[src/rtl/if_fetch_pkg.sv]
// Shared types and constants for the instruction-fetch stage.
package if_fetch_pkg;

    // Fetch FSM: IDLE looks up the cache, FETCH refills one word byte by byte.
    typedef enum logic {
        IF_IDLE  = 1'b0,
        IF_FETCH = 1'b1
    } fetch_state_t;

    localparam logic [31:0] ZERO_WORD      = 32'h0000_0000;
    localparam logic [2:0]  BYTES_PER_WORD = 3'd4;
    localparam logic [1:0]  LAST_BYTE      = 2'd3;

endpackage

[src/rtl/if_fetch_icache.sv]
// Direct-mapped instruction cache, one 32-bit word per line.
// Lookup is combinational; refill writes happen at the clock edge.
module if_fetch_icache
    import if_fetch_pkg::*;
#(
    parameter int LINES = 64,
    parameter int IDX_W = $clog2(LINES),
    parameter int TAG_W = 9
) (
    input  logic             clk,
    input  logic             rst,
    input  logic [IDX_W-1:0] i_rd_idx,
    input  logic [TAG_W-1:0] i_rd_tag,
    output logic             o_hit,
    output logic [31:0]      o_rdata,
    input  logic             i_we,
    input  logic [IDX_W-1:0] i_wr_idx,
    input  logic [TAG_W-1:0] i_wr_tag,
    input  logic [31:0]      i_wdata
);

    logic [LINES-1:0] r_valid;
    logic [TAG_W-1:0] r_tag  [LINES];
    logic [31:0]      r_data [LINES];

    // Valid bits: cleared by reset, set when a refill lands in a line.
    // NOTE: sequential state uses non-blocking (<=) so every flop samples pre-edge values.
    always_ff @(posedge clk) begin
        if (rst) begin
            r_valid <= '0;
        end else if (i_we) begin
            r_valid[i_wr_idx] <= 1'b1;
        end
    end

    // Tag and data arrays: written only by a completed refill.
    // NOTE: the arrays are deliberately not reset; a line cannot hit until its valid bit is set.
    always_ff @(posedge clk) begin
        if (i_we) begin
            r_tag[i_wr_idx]  <= i_wr_tag;
            r_data[i_wr_idx] <= i_wdata;
        end
    end

    assign o_hit   = r_valid[i_rd_idx] && (r_tag[i_rd_idx] == i_rd_tag);
    assign o_rdata = r_data[i_rd_idx];

endmodule

[src/rtl/if_fetch.sv]
// Instruction-fetch stage: holds the PC, looks it up in the icache and on a
// miss assembles the word from four byte reads through the memory arbiter.
// Accepts redirects from ID and raises stall_req while no word is ready.
module if_fetch
    import if_fetch_pkg::*;
#(
    parameter int ADDR_W       = 17,
    parameter int ICACHE_LINES = 64
) (
    input  logic        clk,
    input  logic        rst,
    input  logic        rdy,
    input  logic [4:0]  stall,
    input  logic        use_npc,
    input  logic [31:0] npc_addr,
    output logic        mem_req,
    output logic [31:0] mem_addr,
    input  logic        mem_grant,
    input  logic [7:0]  mem_din,
    output logic [31:0] if_pc,
    output logic [31:0] if_inst,
    output logic        stall_req
);

    localparam int IDX_W = $clog2(ICACHE_LINES);
    localparam int TAG_W = ADDR_W - 2 - IDX_W;

    fetch_state_t     r_state;
    fetch_state_t     w_state_nxt;
    logic [31:0]      r_pc;
    logic [2:0]       r_iss;     // bytes requested and granted so far
    logic [1:0]       r_rcv;     // bytes captured so far
    logic [23:0]      r_word;    // low three bytes of the word being assembled
    logic             r_pend;    // a granted byte is on mem_din this cycle

    logic [IDX_W-1:0] w_idx;
    logic [TAG_W-1:0] w_tag;
    logic             w_hit;
    logic [31:0]      w_line_data;
    logic             w_req;
    logic             w_complete;
    logic             w_word_ok;
    logic             w_redirect;
    logic             w_advance;
    logic             w_issue;
    logic             w_fill;
    logic [31:0]      w_word_full;
    logic             w_unused_stall;

    assign w_idx = r_pc[2+IDX_W-1:2];
    assign w_tag = r_pc[ADDR_W-1:2+IDX_W];

    if_fetch_icache #(
        .LINES (ICACHE_LINES),
        .IDX_W (IDX_W),
        .TAG_W (TAG_W)
    ) u_icache (
        .clk      (clk),
        .rst      (rst),
        .i_rd_idx (w_idx),
        .i_rd_tag (w_tag),
        .o_hit    (w_hit),
        .o_rdata  (w_line_data),
        .i_we     (w_fill),
        .i_wr_idx (w_idx),
        .i_wr_tag (w_tag),
        .i_wdata  (w_word_full)
    );

    // Only ID's stall bit matters to this stage.
    assign w_unused_stall = ^{stall[4:2], stall[0]};

    assign w_redirect  = use_npc && !stall[1];
    assign w_word_full = {mem_din, r_word};

    // Fetch FSM state register; rdy low freezes it.
    always_ff @(posedge clk) begin
        if (rst) begin
            r_state <= IF_IDLE;
        end else if (rdy) begin
            r_state <= w_state_nxt;
        end
    end

    // Next state, byte request and word-ready decode.
    // NOTE: every always_comb output is defaulted first so no path can infer a latch.
    always_comb begin
        w_state_nxt = r_state;
        w_req       = 1'b0;
        w_complete  = 1'b0;
        w_word_ok   = 1'b0;
        case (r_state)
            IF_IDLE: begin
                // A miss issues byte 0 immediately so the cold fetch takes 5 cycles.
                w_word_ok = w_hit;
                w_req     = !w_hit;
                if (!w_hit) begin
                    w_state_nxt = IF_FETCH;
                end
            end
            IF_FETCH: begin
                w_req      = (r_iss < BYTES_PER_WORD);
                w_complete = r_pend && (r_rcv == LAST_BYTE);
                w_word_ok  = w_complete;
                if (w_complete) begin
                    w_state_nxt = IF_IDLE;
                end
            end
            default: w_state_nxt = IF_IDLE;
        endcase
        if (w_redirect) begin
            w_state_nxt = IF_IDLE;
        end
    end

    assign w_issue   = mem_req && mem_grant;
    assign w_advance = w_word_ok && !stall[1] && !w_redirect;
    assign w_fill    = rdy && !rst && w_complete && !w_redirect;

    assign mem_req   = !rst && rdy && w_req;
    assign mem_addr  = rst ? ZERO_WORD : ({r_pc[31:2], 2'b00} + {29'd0, r_iss});
    assign if_pc     = rst ? ZERO_WORD : r_pc;
    assign if_inst   = rst        ? ZERO_WORD   :
                       w_complete ? w_word_full :
                       w_word_ok  ? w_line_data : ZERO_WORD;
    assign stall_req = !rst && (w_redirect || !w_word_ok);

    // PC, byte counters, partial word and in-flight flag.
    always_ff @(posedge clk) begin
        if (rst) begin
            r_pc   <= ZERO_WORD;
            r_iss  <= '0;
            r_rcv  <= '0;
            r_word <= '0;
            r_pend <= 1'b0;
        end else if (rdy) begin
            // A byte granted in a redirect cycle belongs to the wrong path; drop it.
            r_pend <= w_issue && !w_redirect;

            if (w_redirect) begin
                r_pc <= npc_addr;
            end else if (w_advance) begin
                r_pc <= r_pc + 32'd4;
            end

            if (w_redirect || w_complete) begin
                r_iss <= '0;
                r_rcv <= '0;
            end else begin
                if (w_issue) begin
                    r_iss <= r_iss + 3'd1;
                end
                if (r_pend) begin
                    case (r_rcv)
                        2'd0:    r_word[7:0]   <= mem_din;
                        2'd1:    r_word[15:8]  <= mem_din;
                        2'd2:    r_word[23:16] <= mem_din;
                        default: ;
                    endcase
                    r_rcv <= r_rcv + 2'd1;
                end
            end
        end
    end

endmodule

[config.mk]
export PLATFORM = sky130hd
export DESIGN_NAME = if_fetch
export DESIGN_NICKNAME = d
export VERILOG_FILES = /design/src/rtl/if_fetch_pkg.sv /design/src/rtl/if_fetch_icache.sv /design/src/rtl/if_fetch.sv
export SDC_FILE = /design/constraint.sdc
export NUM_CORES = 2
export LEC_CHECK = 0
export ABC_AREA = 1
export BUFFER_PORTS_ARGS = -buffer_cell sky130_fd_sc_hd__buf_2
export CORE_MARGIN = 2
export CORE_UTILIZATION = 46
export CTS_CLUSTER_DIAMETER = 50
export DETAILED_ROUTE_END_ITERATION = 6
export PLACE_DENSITY_LB_ADDON = 0.08
export SYNTH_ARGS = -nofsm -noshare
export SYNTH_HDL_FRONTEND = slang
export SYNTH_SLANG_ARGS = --single-unit
[constraint.sdc]
create_clock -name clk -period 3.9 [get_ports clk]
set_clock_uncertainty 0.05 [all_clocks]
set_input_delay 0.39 -clock clk [delete_from_list [all_inputs] [get_ports clk]]
set_output_delay 0.39 -clock clk [all_outputs]
set_load 0.02 [all_outputs]
==> metrics.json <==
{
  "status": {
    "outcome": "complete, but fails checks",
    "failed_checks": "antenna violations, negative setup slack"
  },
  "synth": {
    "synthesis.instances": 8872,
    "synth_top_cell_by_area": "edfxtp_1",
    "yosys_warnings": 0,
    "yosys.area_share.xor_xnor_pct": 0.1817,
    "mean_instance_size_in_the_synthesized_netlist_sq_um": 12.50,
    "synth-async-reset-ratio_pct": 0,
    "synth_simple_gate_area_share_pct": 12.36,
    "syn-cell-area_sq_um": 110900,
    "synth_fa_ha_area_share_pct": 0.09027,
    "yosys_register_bits": 2757,
    "synthDistinctLibCells": 39,
    "top_area_cell_type_share_of_the_netlist_area_pct": 71.06,
    "syn_nets": 8930,
    "synth.yosys.seq_area_share_pct": 73.46,
    "ys_top_cells_by_area": "edfxtp_1, nand2_1, a21oi_1, nand3_1, o21ai_0",
    "largest_family_of_logic_cells_by_synthesized_area": "simple AND/OR/NAND/NOR gates",
    "post_synth_mux_area_share_pct": 0,
    "postSynth.topFlopCell": "edfxtp_1",
    "synth_compound_gate_area_share_pct": 10.85,
    "number_of_enable_flip_flop_cells_after_synthesis": 2624
  },
  "critical_path": {
    "critical_path_depth": 19,
    "max_stage_delay_ps": 360,
    "timing.critical_path.arrival_ps": 4040,
    "timing.critical_path.slowest_stage_cell": "dfxtp_4",
    "r2r.worst_path.cells": 22,
    "worstPathCellList": "buf_12, inv_12, bufbuf_16, nand2_1, nand3_1, nand3_1, nand3_1, nand3_2, nand3_2, nand2_1, a21oi_1, nand2_1, nor2_2, nand3_2, buf_12, buf_12, a221oi_4, buf_6, buf_4",
    "startpoint_class": "register",
    "highest_net_fanout_along_the_worst_path": 14,
    "worstPathRequired_ps": 3460,
    "crit_family": "buffers and inverters",
    "worstReg2RegEnd": "r_pc[31]",
    "critical_path.n_buffers_inverters": 7,
    "critical_path.endpoint": "if_inst[14]",
    "critical_path_class": "reg2out",
    "cp-end-kind": "output pin",
    "r2r_slack_ps": 30
  },
  "clocking": {
    "worstSkewPairLatency_ps": 950,
    "clockBufferDepth": 4,
    "cts_max_level": 5,
    "cts_tree": "done",
    "clkTransAtPathRegs_ps": 60,
    "numClockSinks": 2757,
    "inserted_clock_buffers": 322,
    "clk_root_buffer_cell": "clkbuf_16"
  },
  "layout": {
    "num-fill-cells": 19883,
    "most_common_cell_after_layout_fill_and_taps_aside": "edfxtp_1",
    "drive_above_1_share_pct": 14.09,
    "postLayoutCoreUtil_pct": 54.97,
    "mostFrequentLayoutCells": "edfxtp_1, nand2_1, a21oi_1, nand3_1, o21ai_0",
    "layout-area-overhead-vs-synth_pct": 19.00,
    "nNetsFinal": 9332,
    "non_filler_instance_count_after_layout": 12698
  },
  "floorplan": {
    "initial_utilization_pct": 46.19,
    "die_height_um": 495.0,
    "floorplan.die_area_sq_um": 245000,
    "design.portCount": 148,
    "core_area_sq_um": 240100,
    "die_x_um": 495.0,
    "floorplan.rows": 180
  },
  "global_routing": {
    "grt_max_degree": 94,
    "first_global_vias": 73409,
    "grt_pass1_wl_um": 538100,
    "antenna_violations_before_repair": 11,
    "globalRouteTotalUtil_pct": 30.56,
    "grt-ovfl-total": 0
  },
  "sta": {
    "grt_setup_unrepaired": "yes",
    "timing_hold_violations_final": 0,
    "fin_ws_ps": -581.9,
    "worst_slew_pin_tran_ps": 1002,
    "finalSetupTns_ps": -16750,
    "slew_limit_fails": 0,
    "achievable-frequency_ghz": 0.2231,
    "timing.final.setup_violations": 35,
    "period_share_pct": 114.9,
    "finalCriticalPeriod_ps": 4482,
    "fin_worst_hold_slack_ps": 45.66,
    "maxSlewHeadroom_pct": 33.17
  },
  "placed_design": {
    "buffer_ports.inserted": 143,
    "detailedPlace.worstSlack_ps": 141.9,
    "finalWeightedCongestion": 0.8634,
    "numPlacedInstances": 11981,
    "place_hpwl_um": 196400
  },
  "hold_path": {
    "hold_class": "in2reg",
    "holdPathStages": 1,
    "min-delay-start": "mem_din[4]"
  },
  "drt": {
    "dr_total_vias": 77963,
    "wl_per_cell_um": 30.05,
    "routed_via_density": 6.140,
    "first_iter_violations": 9962,
    "wl_um": 381500,
    "drt.antenna.violating_nets": 1,
    "detail_route.first_pass.iterations": 6,
    "drc_violations_left": 0
  },
  "job": {
    "cap_viol_max_count": 0
  },
  "power_and_ir_drop": {
    "power.density_cell_area_nw_per_um2": 487.0,
    "cellLeakagePower_uw": 0.04530,
    "irDropWorstVdd_mv": 0.5026
  }
}
through the flow:
stage	total power [uW]	instance area [sq um]
6_report	64270	132000
3_5_place_dp	35400	118000
4_1_cts	64520	131700
2_1_floorplan	34410	110900
3_3_place_gp	35360	118000
5_1_grt	65950	131900
final cells by class:
cell class | instances | area, sq um | area share, %
flip-flops and latches | 2757 | 81520 | 61.78
multi-input cells | 5358 | 27100 | 20.53
repair buffers | 715 | 8750 | 6.631
clock buffers | 412 | 8666 | 6.567
well taps | 3185 | 3985 | 3.020
clock inverters | 140 | 1363 | 1.033
inverters | 115 | 500.5 | 0.3793
repair inverters | 5 | 53.80 | 0.04077
diodes | 11 | 27.53 | 0.02086
how the worst min path moves through the flow:
stage | endpoint | slack (ps)
finish | u_icache.r_data[25][28] | 50
global route | u_icache.r_data[25][28] | 50
CTS | u_icache.r_data[19][28] | 4
detailed placement | r_pc[1] | 400
global placement | r_pc[1] | 400
floorplan | r_pc[0] | 380
registers in the layout, indices dropped and copies added, names as in the netlist, 2 cells and up, named ones only:
| name | count |
|---|---|
| r_rcv | 2 |
| r_iss | 3 |
| u_icache.r_valid | 64 |
| r_word | 24 |
| u_icache.r_tag | 576 |
| r_pc | 32 |
| u_icache.r_data | 2048 |
layer usage:
layer / routed length [um] / GRT usage [%]
met5: 13 / 0
met4: 13140 / 9.830
met3: 33630 / 4.802
met2: 178200 / 49.20
met1: 156600 / 42.66
Yosys cell counts, types with 3 or more instances:
cell / n
edfxtp_1: 2624
inv_1: 104
clkinv_1: 8
a21oi_1: 703
o31ai_1: 4
o32ai_1: 4
a221o_1: 17
a221oi_2: 9
o211ai_1: 29
o21ai_0: 551
buf_1: 34
clkbuf_1: 292
nor2_1: 583
o221ai_1: 14
dfxtp_1: 133
nand4_1: 4
buf_2: 266
a221oi_1: 181
nor4_1: 6
buf_4: 41
o2111a_1: 17
a32o_1: 205
nand2_1: 2084
ha_1: 8
inv_2: 3
nand3_1: 681
o22ai_1: 182
nor3_1: 35
o21ai_1: 6
xor2_1: 22
a31oi_1: 3
buf_6: 9
worst reg2reg max path, stage by stage, from the launching register on:
cell and delay [ps]:
dfxtp_4 360, buf_12 160, inv_12 130, bufbuf_16 300, nand2_1 70, nand3_1 80
nand3_1 90, nand3_1 100, nand3_2 110, nand3_2 170, nand2_1 80, a21oi_1 120
nand2_1 80, nor2_2 110, nand3_2 120, buf_12 170, buf_4 180, nand3_2 130
nand2_1 160, buf_4 290, nand2_1 80, a21oi_1 50, dlygate4sd3_1 580
cell families (layout without fill, tap and decap cells):
group,after synthesis,after routing
xor+xnor,23,23
other cells,0,11
buf+inv,757,1387
fa+ha+maj,8,8
flops,2757,2757
compound gates,1928,1928
simple gates,3399,3399
power breakdown:
group          total [uW]  internal, uW  leakage, uW  switching, uW
logic                2990          1040       0.0170           1940
clock network       29000         17100      0.00488          11900
registers           32200         32200       0.0234           33.2
total               64300         50400       0.0453          13900
repair_timing:
action,in CTS,in global routing
endpoints found under the hold margin,94,0
buffers inserted,37,7
gates cloned,50,4
pin swaps,26,12
resized for setup,285,27
hold buffers,56,0
endpoints found under the setup margin,39,57
Power figures use the tool's default switching activity.
